$ cat src/rtl/fetch_unit.sv
// Instruction fetch stage: walks the fetch PC, issues word reads to a 1-cycle-latency
// instruction bram, buffers the returned words with their PCs in a small prefetch FIFO,
// and presents them to decode over a valid/ready handshake. Branch redirects flush
// everything buffered or in flight.
module fetch_unit #(
  parameter int unsigned ADDR_WIDTH = 18,
  parameter int unsigned FIFO_DEPTH = 2,
  parameter logic [31:0] RESET_PC   = 32'h0000_0000
) (
  input  logic                  clk,
  input  logic                  reset,
  input  logic                  fetch_enable,
  output logic                  bram_enable,
  output logic [ADDR_WIDTH-1:0] bram_addr,
  input  logic [31:0]           bram_data,
  input  logic                  redirect_valid,
  input  logic [31:0]           redirect_pc,
  output logic                  inst_valid,
  input  logic                  inst_ready,
  output logic [31:0]           inst_data,
  output logic [31:0]           inst_pc
);

  localparam int unsigned PtrW = $clog2(FIFO_DEPTH);
  localparam int unsigned CntW = PtrW + 1;

  typedef enum logic [0:0] {StIdle, StRun} state_e;

  state_e                state_q;
  logic [31:0]           fetch_pc_q;
  logic [31:0]           issue_pc_q;
  logic                  inflight_q;
  logic [CntW-1:0]       occ_q;
  logic [PtrW-1:0]       wr_ptr_q;
  logic [PtrW-1:0]       rd_ptr_q;
  logic [31:0]           data_mem_q [FIFO_DEPTH];
  logic [31:0]           pc_mem_q   [FIFO_DEPTH];

  logic                  pop;
  logic                  push;
  logic                  issue;
  logic [CntW:0]         credit;

  // Issue/credit logic and FIFO head presentation
  always_comb begin
    pop    = inst_valid & inst_ready;
    // Data returning during a redirect belongs to the killed read.
    push   = inflight_q & ~redirect_valid;
    // Entries that will occupy the FIFO once the outstanding read lands; pop never
    // exceeds occ, so this cannot underflow.
    credit = {1'b0, occ_q} + (CntW + 1)'(inflight_q) - (CntW + 1)'(pop);
    issue  = (state_q == StRun) & ~redirect_valid & (credit < (CntW + 1)'(FIFO_DEPTH));

    bram_enable = issue;
    bram_addr   = fetch_pc_q[ADDR_WIDTH+1:2];

    inst_valid = (occ_q != '0);
    inst_data  = data_mem_q[rd_ptr_q];
    inst_pc    = pc_mem_q[rd_ptr_q];
  end

  // Fetch FSM: run/idle state, fetch PC, in-flight tracking and issued-PC capture
  always_ff @(posedge clk or posedge reset) begin
    if (reset) begin
      state_q    <= StIdle;
      fetch_pc_q <= RESET_PC;
      issue_pc_q <= '0;
      inflight_q <= 1'b0;
    end else begin
      case (state_q)
        StIdle:  if (fetch_enable) state_q <= StRun;
        StRun:   if (!fetch_enable) state_q <= StIdle;
        default: state_q <= StIdle;
      endcase

      // issue is already suppressed by a redirect, so this also kills nothing new.
      inflight_q <= issue;

      if (redirect_valid) begin
        fetch_pc_q <= {redirect_pc[31:2], 2'b00};
      end else if (issue) begin
        fetch_pc_q <= fetch_pc_q + 32'd4;
        issue_pc_q <= fetch_pc_q;
      end
    end
  end

  // Prefetch FIFO: push returned words, pop on handshake, flush on redirect
  always_ff @(posedge clk or posedge reset) begin
    if (reset) begin
      occ_q    <= '0;
      wr_ptr_q <= '0;
      rd_ptr_q <= '0;
      for (int unsigned i = 0; i < FIFO_DEPTH; i++) begin
        data_mem_q[i] <= '0;
        pc_mem_q[i]   <= '0;
      end
    end else if (redirect_valid) begin
      // A same-cycle pop is simply consumed; the whole buffer is dropped.
      occ_q    <= '0;
      wr_ptr_q <= '0;
      rd_ptr_q <= '0;
    end else begin
      if (push) begin
        data_mem_q[wr_ptr_q] <= bram_data;
        pc_mem_q[wr_ptr_q]   <= issue_pc_q;
        wr_ptr_q             <= wr_ptr_q + 1'b1;
      end
      if (pop) begin
        rd_ptr_q <= rd_ptr_q + 1'b1;
      end
      occ_q <= occ_q + CntW'(push) - CntW'(pop);
    end
  end

endmodule
$ cat config.mk
export PLATFORM = sky130hd
export DESIGN_NAME = fetch_unit
export DESIGN_NICKNAME = d
export VERILOG_FILES = /design/src/rtl/fetch_unit.sv
export SDC_FILE = /design/constraint.sdc
export NUM_CORES = 1
export LEC_CHECK = 0
export CORE_MARGIN = 2
export CORE_UTILIZATION = 45
export DETAILED_ROUTE_END_ITERATION = 12
export PLACE_DENSITY = 0.7
export SYNTH_ARGS = -nofsm -noshare
export SYNTH_HDL_FRONTEND = slang
export SYNTH_SLANG_ARGS = --single-unit
export TNS_END_PERCENT = 20
$ cat constraint.sdc
create_clock -name clk -period 7.16 [get_ports clk]
set_input_delay 1.432 -clock clk [delete_from_list [all_inputs] [get_ports clk]]
set_output_delay 1.432 -clock clk [all_outputs]
set_load 0.02 [all_outputs]
# Word level (Yosys, flattened, before mapping)

Cells that the tools add are included.
W data, S select, Z words.

Add/subtract/negate cells: 7
Order comparisons: 4
Muxes and demuxes: 18
Bitwise operators: 7
Reductions and logical operators: 7

Operators with widths:

| kind                    | count |
|---|---|
| $mux W32                | 9 |
| $bwmux W64              | 2 |
| $add A32 B3 Y32 const B | 1 |
| $demux W32 S1           | 1 |
| $reduce_bool A2 Y1      | 4 |
| $mux W1                 | 5 |
| $and A1 B1 Y1           | 4 |
| $ge A2 B2 Y1 const B    | 2 |
| $not A1 Y2              | 2 |
| $reduce_and A2 Y1       | 2 |
| $add A2 B1 Y3           | 1 |
| $lt A3 B2 Y1 const B    | 1 |
| $sub A3 B1 Y3           | 1 |
| $add A1 B1 Y1 const B   | 2 |
| $add A2 B1 Y2           | 1 |
| $lt A2 B1 Y1 const B    | 1 |
| $mux W2                 | 1 |
| $sub A2 B1 Y2           | 1 |
| $logic_and A1 B1 Y1     | 1 |
| $not A1 Y1              | 1 |

Bits in registers: 198
Output and inout port bits: 84
Logic and storage cells: 54

# Logic depth before layout (Yosys ltp)

Gate-level depths: netlist of the first run.

Word-level depth: 7
Depth in mapped cells: 12
Gate-level depth less buffers: 11

# Worst setup path after synthesis of the first run

No wires, ideal clock.

Path type: input to output
Start point: in inst_ready
End point: out bram_enable
Data arrival time: 3.408 ns
Required time: 5.728 ns
Path slack: 2.320 ns
Cell stages on the path: 9
Cell sequence: and2_1 > ha_1 > nand2b_1 > fa_1 > xor2_1 > or3_1 > inv_1 > buf_4 > buf_2

Word-level cells in the longest chain between the ends: 4

Ends and longest elaborated chain:

| element            | RTL line | text |
|---|---|---|
| start: declaration | 19       | `input logic inst_ready,` |
| $and A1 B1 Y1      | 46       | `pop = inst_valid & inst_ready;` |
| $sub A3 B1 Y3      | 51       | `credit = {1'b0, occ_q} + (CntW + 1)'(inflight_q) - (CntW + 1)'(pop);` |
| $lt A3 B2 Y1       | 52       | `issue = (state_q == StRun) & ~redirect_valid & (credit < (CntW + 1)'(FIFO_DEPTH));` |
| $and A1 B1 Y1      | 52       |  |
| end: declaration   | 13       | `output logic bram_enable,` |

Every way passes these cells.

# Worst setup path after layout of the first run

Same ends and word-level chain as after synthesis.

==> flow_summary.yaml, run 1 <==
run_status:
  run_status: "complete, no violations"
finish:
  finish.utilization_pct: 57.8
  area_overhead_vs_synth_pct: 25.7
  stdcell_area_sq_um: 10900
  most_common_cell_after_layout_fill_and_taps_aside: "sky130_fd_sc_hd__dfrtp_1"
  n_fill_cell: 1538
  final_cell_mix: "sky130_fd_sc_hd__dfrtp_1, sky130_fd_sc_hd__mux2_2, sky130_fd_sc_hd__clkdlybuf4s50_1, sky130_fd_sc_hd__nand2_1, sky130_fd_sc_hd__clkbuf_16"
  antennaDiodeCount: 0
  finish.net_count: 895
  post_route_cells_drive_above_1_share_pct: 28.5
timing:
  setup_violations: 0
  max_slew.worst_pin.slew_ns: 1.14
  post-route-period-util_pct: 79.0
  clock-skew-final_ns: 0.00896
  finalSetupTns_ns: 0
  finalWorstPathRequiredPeriod_ns: 5.66
  timing.final.max_slew_violations: 0
  hold_viol_final: 0
  fmax_mhz: 177
  maxSlewHeadroom_pct: 24.1
  rsz0062_at_grt: "no"
cts:
  clock_pin_slew_reported_for_the_worst_setup_and_hold_paths_after_clock_tree_synthesis_ns: 0.07
  post-cts-setup-buffer-count: 0
  clock-root-buffer: "sky130_fd_sc_hd__clkbuf_16"
  cts_inserted_buffers: 17
  cts.htree.levels: 4
  cts_resized: 0
  cts_max_path_buffers: 2
  clock_sink_count: 190
  clk_latency_ns: 0.42
  cts_tree: "done"
  postCtsHoldBufs: 0
grt:
  grt_first_pass_wirelength_um: 31400
  grt_pass1_vias: 6111
  antenna_found_initial: 0
  grt.overflow.total: 0
  grt_start_max_net_pins: 131
  grt_usage_pct: 19.5
floorplan:
  floorplan.initialDensity_pct: 46.0
  core.rowCount: 50
  io_pins: 153
  design.die.area_sq_um: 20400
  core-area_sq_um: 18800
  die_w_um: 143
  die_height_um: 143
routing:
  routed_via_density: 5.32
  drtIter0Drc: 417
  dr_total_vias: 5815
  top_layer: "met4"
  antenna_left: 0
  drt_wl_total_um: 19100
  dr.pass1.iters: 5
  detail_route.wl_per_cell_um: 17.4
  wl_met1_um: 8510
  post-route-drc-count: 0
  detailroute.wirelength.met2_um: 9260
  wl_met3_um: 952
critical_path:
  path_max_fanout: 3
  worst_path_largest_cell_delay_ns: 0.62
  critPathRequiredTime_ns: 5.73
  worstSetupStartpointType: "input port"
  worst-endpoint-arrival_ns: 4.22
  worst_path_most_repeated_cell: "sky130_fd_sc_hd__clkdlybuf4s50_1"
  buffers_and_inverters_on_the_worst_path: 3
  critPathTopFamily: "buffers and inverters"
  path_class: "in -> out"
  critical_path_cell_by_cell: "clkdlybuf4s50_1, and2_1, ha_1, nand2b_1, fa_1, xor2_1, or3_2, inv_1, clkdlybuf4s50_1"
  cpMaxStageDelayCell: "sky130_fd_sc_hd__clkdlybuf4s50_1"
  cp-end-kind: "primary output"
synthesis:
  dominantRegCellSynth: "sky130_fd_sc_hd__dfrtp_1"
  yosysSeqAreaShare_pct: 54.9
  post-synth-top-area-fraction_pct: 54.9
  syn_avg_cell_area_sq_um: 12.3
  synth_top_cells_by_area: "sky130_fd_sc_hd__dfrtp_1, sky130_fd_sc_hd__mux2_2, sky130_fd_sc_hd__nand2_1"
  yosys_warnings: 0
  synthAdderAreaFrac_pct: 0.808
  number_of_distinct_library_cells_after_synthesis: 43
  asyncSetResetFlopFracSynth_pct: 100
  synthXorXnorAreaFrac_pct: 0.909
  synth_seq_cells: 190
  synth.area.mux_share_pct: 24.7
  synth_enable_flop_cells: 0
  synth_largest_area_cell: "sky130_fd_sc_hd__dfrtp_1"
  compound_cell_area_share_of_the_yosys_netlist_pct: 4.39
  syn_inst: 704
  post_synth_instance_area_sq_um: 8670
  synth_top_family_by_area: "multiplexers"
  synth_simple_gate_area_share_pct: 10.2
power:
  power.static_leakage_nw: 4.87
  power.density_nw_per_um2: 422
  vdd_drop_max_mv: 0.198
  clkPwrFrac_pct: 22.8
  p_switching_mw: 1.49
  power.sequential.fraction_pct: 39.0
  pwr-share-comb_pct: 38.2
  internal-power_mw: 3.10
  switching_share_pct: 32.5
  total_power_mw: 4.59
flow_run:
  drv_cap: 0
place:
  gpl.final_weighted_congestion: 0.786
  standard_cell_area_after_detailed_placement_sq_um: 10200
  post-dp-hpwl_um: 12600
  place.port_buffers: 148
worst_hold_path:
  worst_hold_path_type: "reg -> reg"
## final cells by class
class | count | area, sq um | area share, %
Sequential cell | 190 | 4760 | 43.7
Tap cell | 260 | 325 | 2.99
Inverter | 7 | 31.3 | 0.287
Clock inverter | 13 | 209 | 1.92
Multi-Input combinational cell | 451 | 3590 | 33.0
Clock buffer | 19 | 453 | 4.16
Timing Repair Buffer | 154 | 1530 | 14.0
## power groups by stage
stage / Clock [mW] / Sequential (mW) / Combinational [mW]
finish: 1.05 / 1.79 / 1.75
floorplan: 0 / 1.70 / 1.18
global route: 1.12 / 1.86 / 1.89
CTS: 1.07 / 1.80 / 1.78
detailed placement: 0 / 1.82 / 1.77
global placement: 0 / 1.77 / 1.73
## registers in the layout, summed over array words and instances, names as in the netlist
signal,flops
data_mem_q,64
fetch_pc_q,30
inflight_q,1
issue_pc_q,30
occ_q,2
pc_mem_q,60
rd_ptr_q,1
state_q,1
wr_ptr_q,1
## layer usage
layer / GRT usage [%] / vias up
li1: - / 2703
met4: 6.72 / 0
met2: 32.7 / 182
met5: 0 / -
met1: 26.0 / 2907
met3: 3.15 / 23
## cell families after synthesis
family	count (synthesis)
and+or+nand+nor	193
muxes	191
DFF	190
buffers and inverters	64
AOI/OAI and AO/OA	51
xor gates and xnor gates	9
adders and majority gates	5
other	1
## worst min-delay path, cell delays in order, from the launching register on
cell	delay, ns
sky130_fd_sc_hd__dfrtp_1	0.36
sky130_fd_sc_hd__nand2_1	0.05
sky130_fd_sc_hd__nand2_1	0.05
## cells in the mapped netlist (all sizes together) (6+ instances only)
library cell and instances:
a221o 6, and3 6, buf 39, clkbuf 18, dfrtp 190, inv 6
mux2 186, nand2 117, nand3 16, nand4 14, nor2 17, o211ai 11
o21ai 12, o311ai 10
## worst paths after layout
| kind | to | cells past startpoint | slack (ns) | startpoint |
|---|---|---|---|---|
| max | bram_enable | 9 | 1.50 | inst_ready |
| min | issue_pc_q[27] | 2 | 0.50 | issue_pc_q[27] |
| max reg2reg | fetch_pc_q[30] | 12 | 3.47 | occ_q[1] |
| min reg2reg | issue_pc_q[27] | 2 | 0.50 | issue_pc_q[27] |
| max in group asynchronous | rd_ptr_q | 3 | 4.07 | reset |
| min in group asynchronous | data_mem_q[60] | 2 | 1.64 | reset |
## through the flow
stage,hold WS (ns),worst slack [ns],cells
6_report,0.501,1.50,1094
2_1_floorplan,0.458,0.558,705
4_1_cts,0.503,1.48,1094
5_1_grt,0.514,1.35,1094
3_3_place_gp,0.477,1.53,1062
3_5_place_dp,0.485,1.49,1062
(Power assumes the default switching activity.)
==> inputs of run 2 (changes only) <==
Settings changed: PLACE_DENSITY 0.7 to 0.73.
Clock period 7.16 ns to 4.58 ns, I/O delays scaled along.
==> flow_summary.yaml, run 2 (synthesis gave the netlist of run 1 again) <==
routing:
  drt_wl_total_um: 18800
  post-route-drc-count: 0
  dr.pass1.iters: 4
  drtIter0Drc: 289
  dr_total_vias: 5771
  antenna_left: 0
  routed_via_density: 5.25
  detail_route.wl_per_cell_um: 17.2
critical_path:
  r2r-end: "fetch_pc_q[20]"
  cpMaxStageDelayCell: "sky130_fd_sc_hd__or3_2"
  worst-path-stages: 9
  worstSetupStartpointType: "input port"
  cp-end-kind: "primary output"
  worst_path_largest_cell_delay_ns: 0.47
  critPathTopFamily: "simple AND/OR/NAND/NOR gates"
  ff2ff_path_depth: 11
  worst-endpoint-arrival_ns: 3.26
  critical_path_cell_by_cell: "clkdlybuf4s50_1, and2_1, ha_1, nand2b_1, fa_1, xor2_1, or3_2, inv_1, dlymetal6s2s_1"
  critPathRequiredTime_ns: 3.66
  critical_path.reg2reg.startpoint: "occ_q[1]"
  r2r_slack_ns: 0.93
  startpoint: "inst_ready"
  critical_path.endpoint: "bram_enable"
  path_class: "in -> out"
  buffers_and_inverters_on_the_worst_path: 3
  path_max_fanout: 2
finish:
  antennaDiodeCount: 0
  register_area_sq_um: 4760
  most_common_cell_after_layout_fill_and_taps_aside: "sky130_fd_sc_hd__dfrtp_1"
  final_cell_mix: "sky130_fd_sc_hd__dfrtp_1, sky130_fd_sc_hd__mux2_2, sky130_fd_sc_hd__clkdlybuf4s50_1, sky130_fd_sc_hd__nand2_1, sky130_fd_sc_hd__clkbuf_16"
  biggestRegsByFlops: "data_mem_q x64, pc_mem_q x60"
  largest-register: "data_mem_q"
  post_route_cells_drive_above_1_share_pct: 28.8
  n_fill_cell: 1568
  finish.net_count: 901
  multi_input_logic_area_sq_um: 3590
  area_overhead_vs_synth_pct: 26.2
  largest_register_ff_count: 64
cts:
  cts_tree: "done"
  clock-root-buffer: "sky130_fd_sc_hd__clkbuf_16"
  clk_latency_ns: 0.42
  postCtsHoldBufs: 0
  cts_max_path_buffers: 2
  clock_pin_slew_reported_for_the_worst_setup_and_hold_paths_after_clock_tree_synthesis_ns: 0.07
  cts_inserted_buffers: 17
  cts_resized: 0
  post-cts-setup-buffer-count: 0
  clock_sink_count: 190
  cts.htree.levels: 4
floorplan:
  die_w_um: 143
  design.die.area_sq_um: 20400
  floorplan.initialDensity_pct: 46.0
  io_pins: 153
  die_height_um: 143
  core.rowCount: 50
  core-area_sq_um: 18800
flow_run:
  drv_cap: 0
worst_hold_path:
  worst_hold_path_type: "reg -> reg"
timing:
  post-route-period-util_pct: 91.2
  setup_slack_ns: 0.403
  max_slew.worst_pin.slew_ns: 0.947
  finalSetupTns_ns: 0
  fmax_mhz: 239
  finalWorstPathRequiredPeriod_ns: 4.18
  hold_viol_final: 0
  rsz0062_at_grt: "no"
  clock-skew-final_ns: 0.0101
  setup_violations: 0
  timing.final.max_slew_violations: 0
  maxSlewHeadroom_pct: 36.7
  hold_ws_ns: 0.497
grt:
  grt_pass1_vias: 5985
  antenna_found_initial: 0
  grt.overflow.total: 0
  grt_start_max_net_pins: 81
  grt_usage_pct: 19.1
  grt_first_pass_wirelength_um: 30700
power:
  total_power_mw: 7.10
  vdd_drop_max_mv: 0.354
  power.static_leakage_nw: 4.90
  power.density_nw_per_um2: 649
place:
  post-dp-hpwl_um: 12100
  gpl.final_weighted_congestion: 0.774
  place.port_buffers: 148
  place_worst_setup_slack_ns: 0.0107
run_status:
  run_status: "complete, no violations"
## run 2: through the flow
step	utilization, %	instances	area, sq um
finish	58.1	1099	10900
global route	58.1	1099	10900
detailed placement	54.8	1068	10300
global placement	54.8	1068	10300
floorplan	-	705	8670
CTS	58.1	1099	10900
## run 2: final cells by class
cell class	count	area share, %
Clock buffer	18	3.92
Sequential cell	190	43.5
Multi-Input combinational cell	451	32.8
Clock inverter	13	1.69
Inverter	7	0.275
Timing Repair Buffer	160	14.8
Tap cell	260	2.97
## run 2: worst min path at each step
| stage | start | endpoint | slack (ns) | cells after the start |
|---|---|---|---|---|
| after global placement | issue_pc_q[29] | issue_pc_q[29] | 0.48 | 2 |
| final | issue_pc_q[9] | issue_pc_q[9] | 0.50 | 2 |
| after CTS | issue_pc_q[15] | issue_pc_q[15] | 0.50 | 2 |
| after floorplan | issue_pc_q[6] | issue_pc_q[6] | 0.46 | 2 |
| after global routing | data_mem_q[20] | data_mem_q[20] | 0.52 | 1 |
| after detailed placement | issue_pc_q[9] | issue_pc_q[9] | 0.49 | 2 |
## run 2: where the power goes
group	switching, mW	internal, mW
logic	1.25	1.50
clock network	0.633	0.915
registers	0.435	2.36
## run 2: per-layer routing
layer,vias up,part of all wire [%],global-route usage [%]
li1,2696,-,-
met1,2897,45,25.5
met2,161,47,31.2
met3,17,6.0,4.69
met4,0,1.4,5.42
met5,-,0,0
## run 2: worst reg2reg max path, cell delays in order, from the launching register on
cell,delay (ns)
sky130_fd_sc_hd__dfrtp_1,0.44
sky130_fd_sc_hd__or2_2,0.30
sky130_fd_sc_hd__and2_1,0.18
sky130_fd_sc_hd__ha_1,0.28
sky130_fd_sc_hd__nand2b_1,0.17
sky130_fd_sc_hd__fa_1,0.39
sky130_fd_sc_hd__xor2_1,0.16
sky130_fd_sc_hd__or3_2,0.47
sky130_fd_sc_hd__inv_1,0.09
sky130_fd_sc_hd__buf_4,0.39
sky130_fd_sc_hd__nor2_1,0.31
sky130_fd_sc_hd__a221o_1,0.35
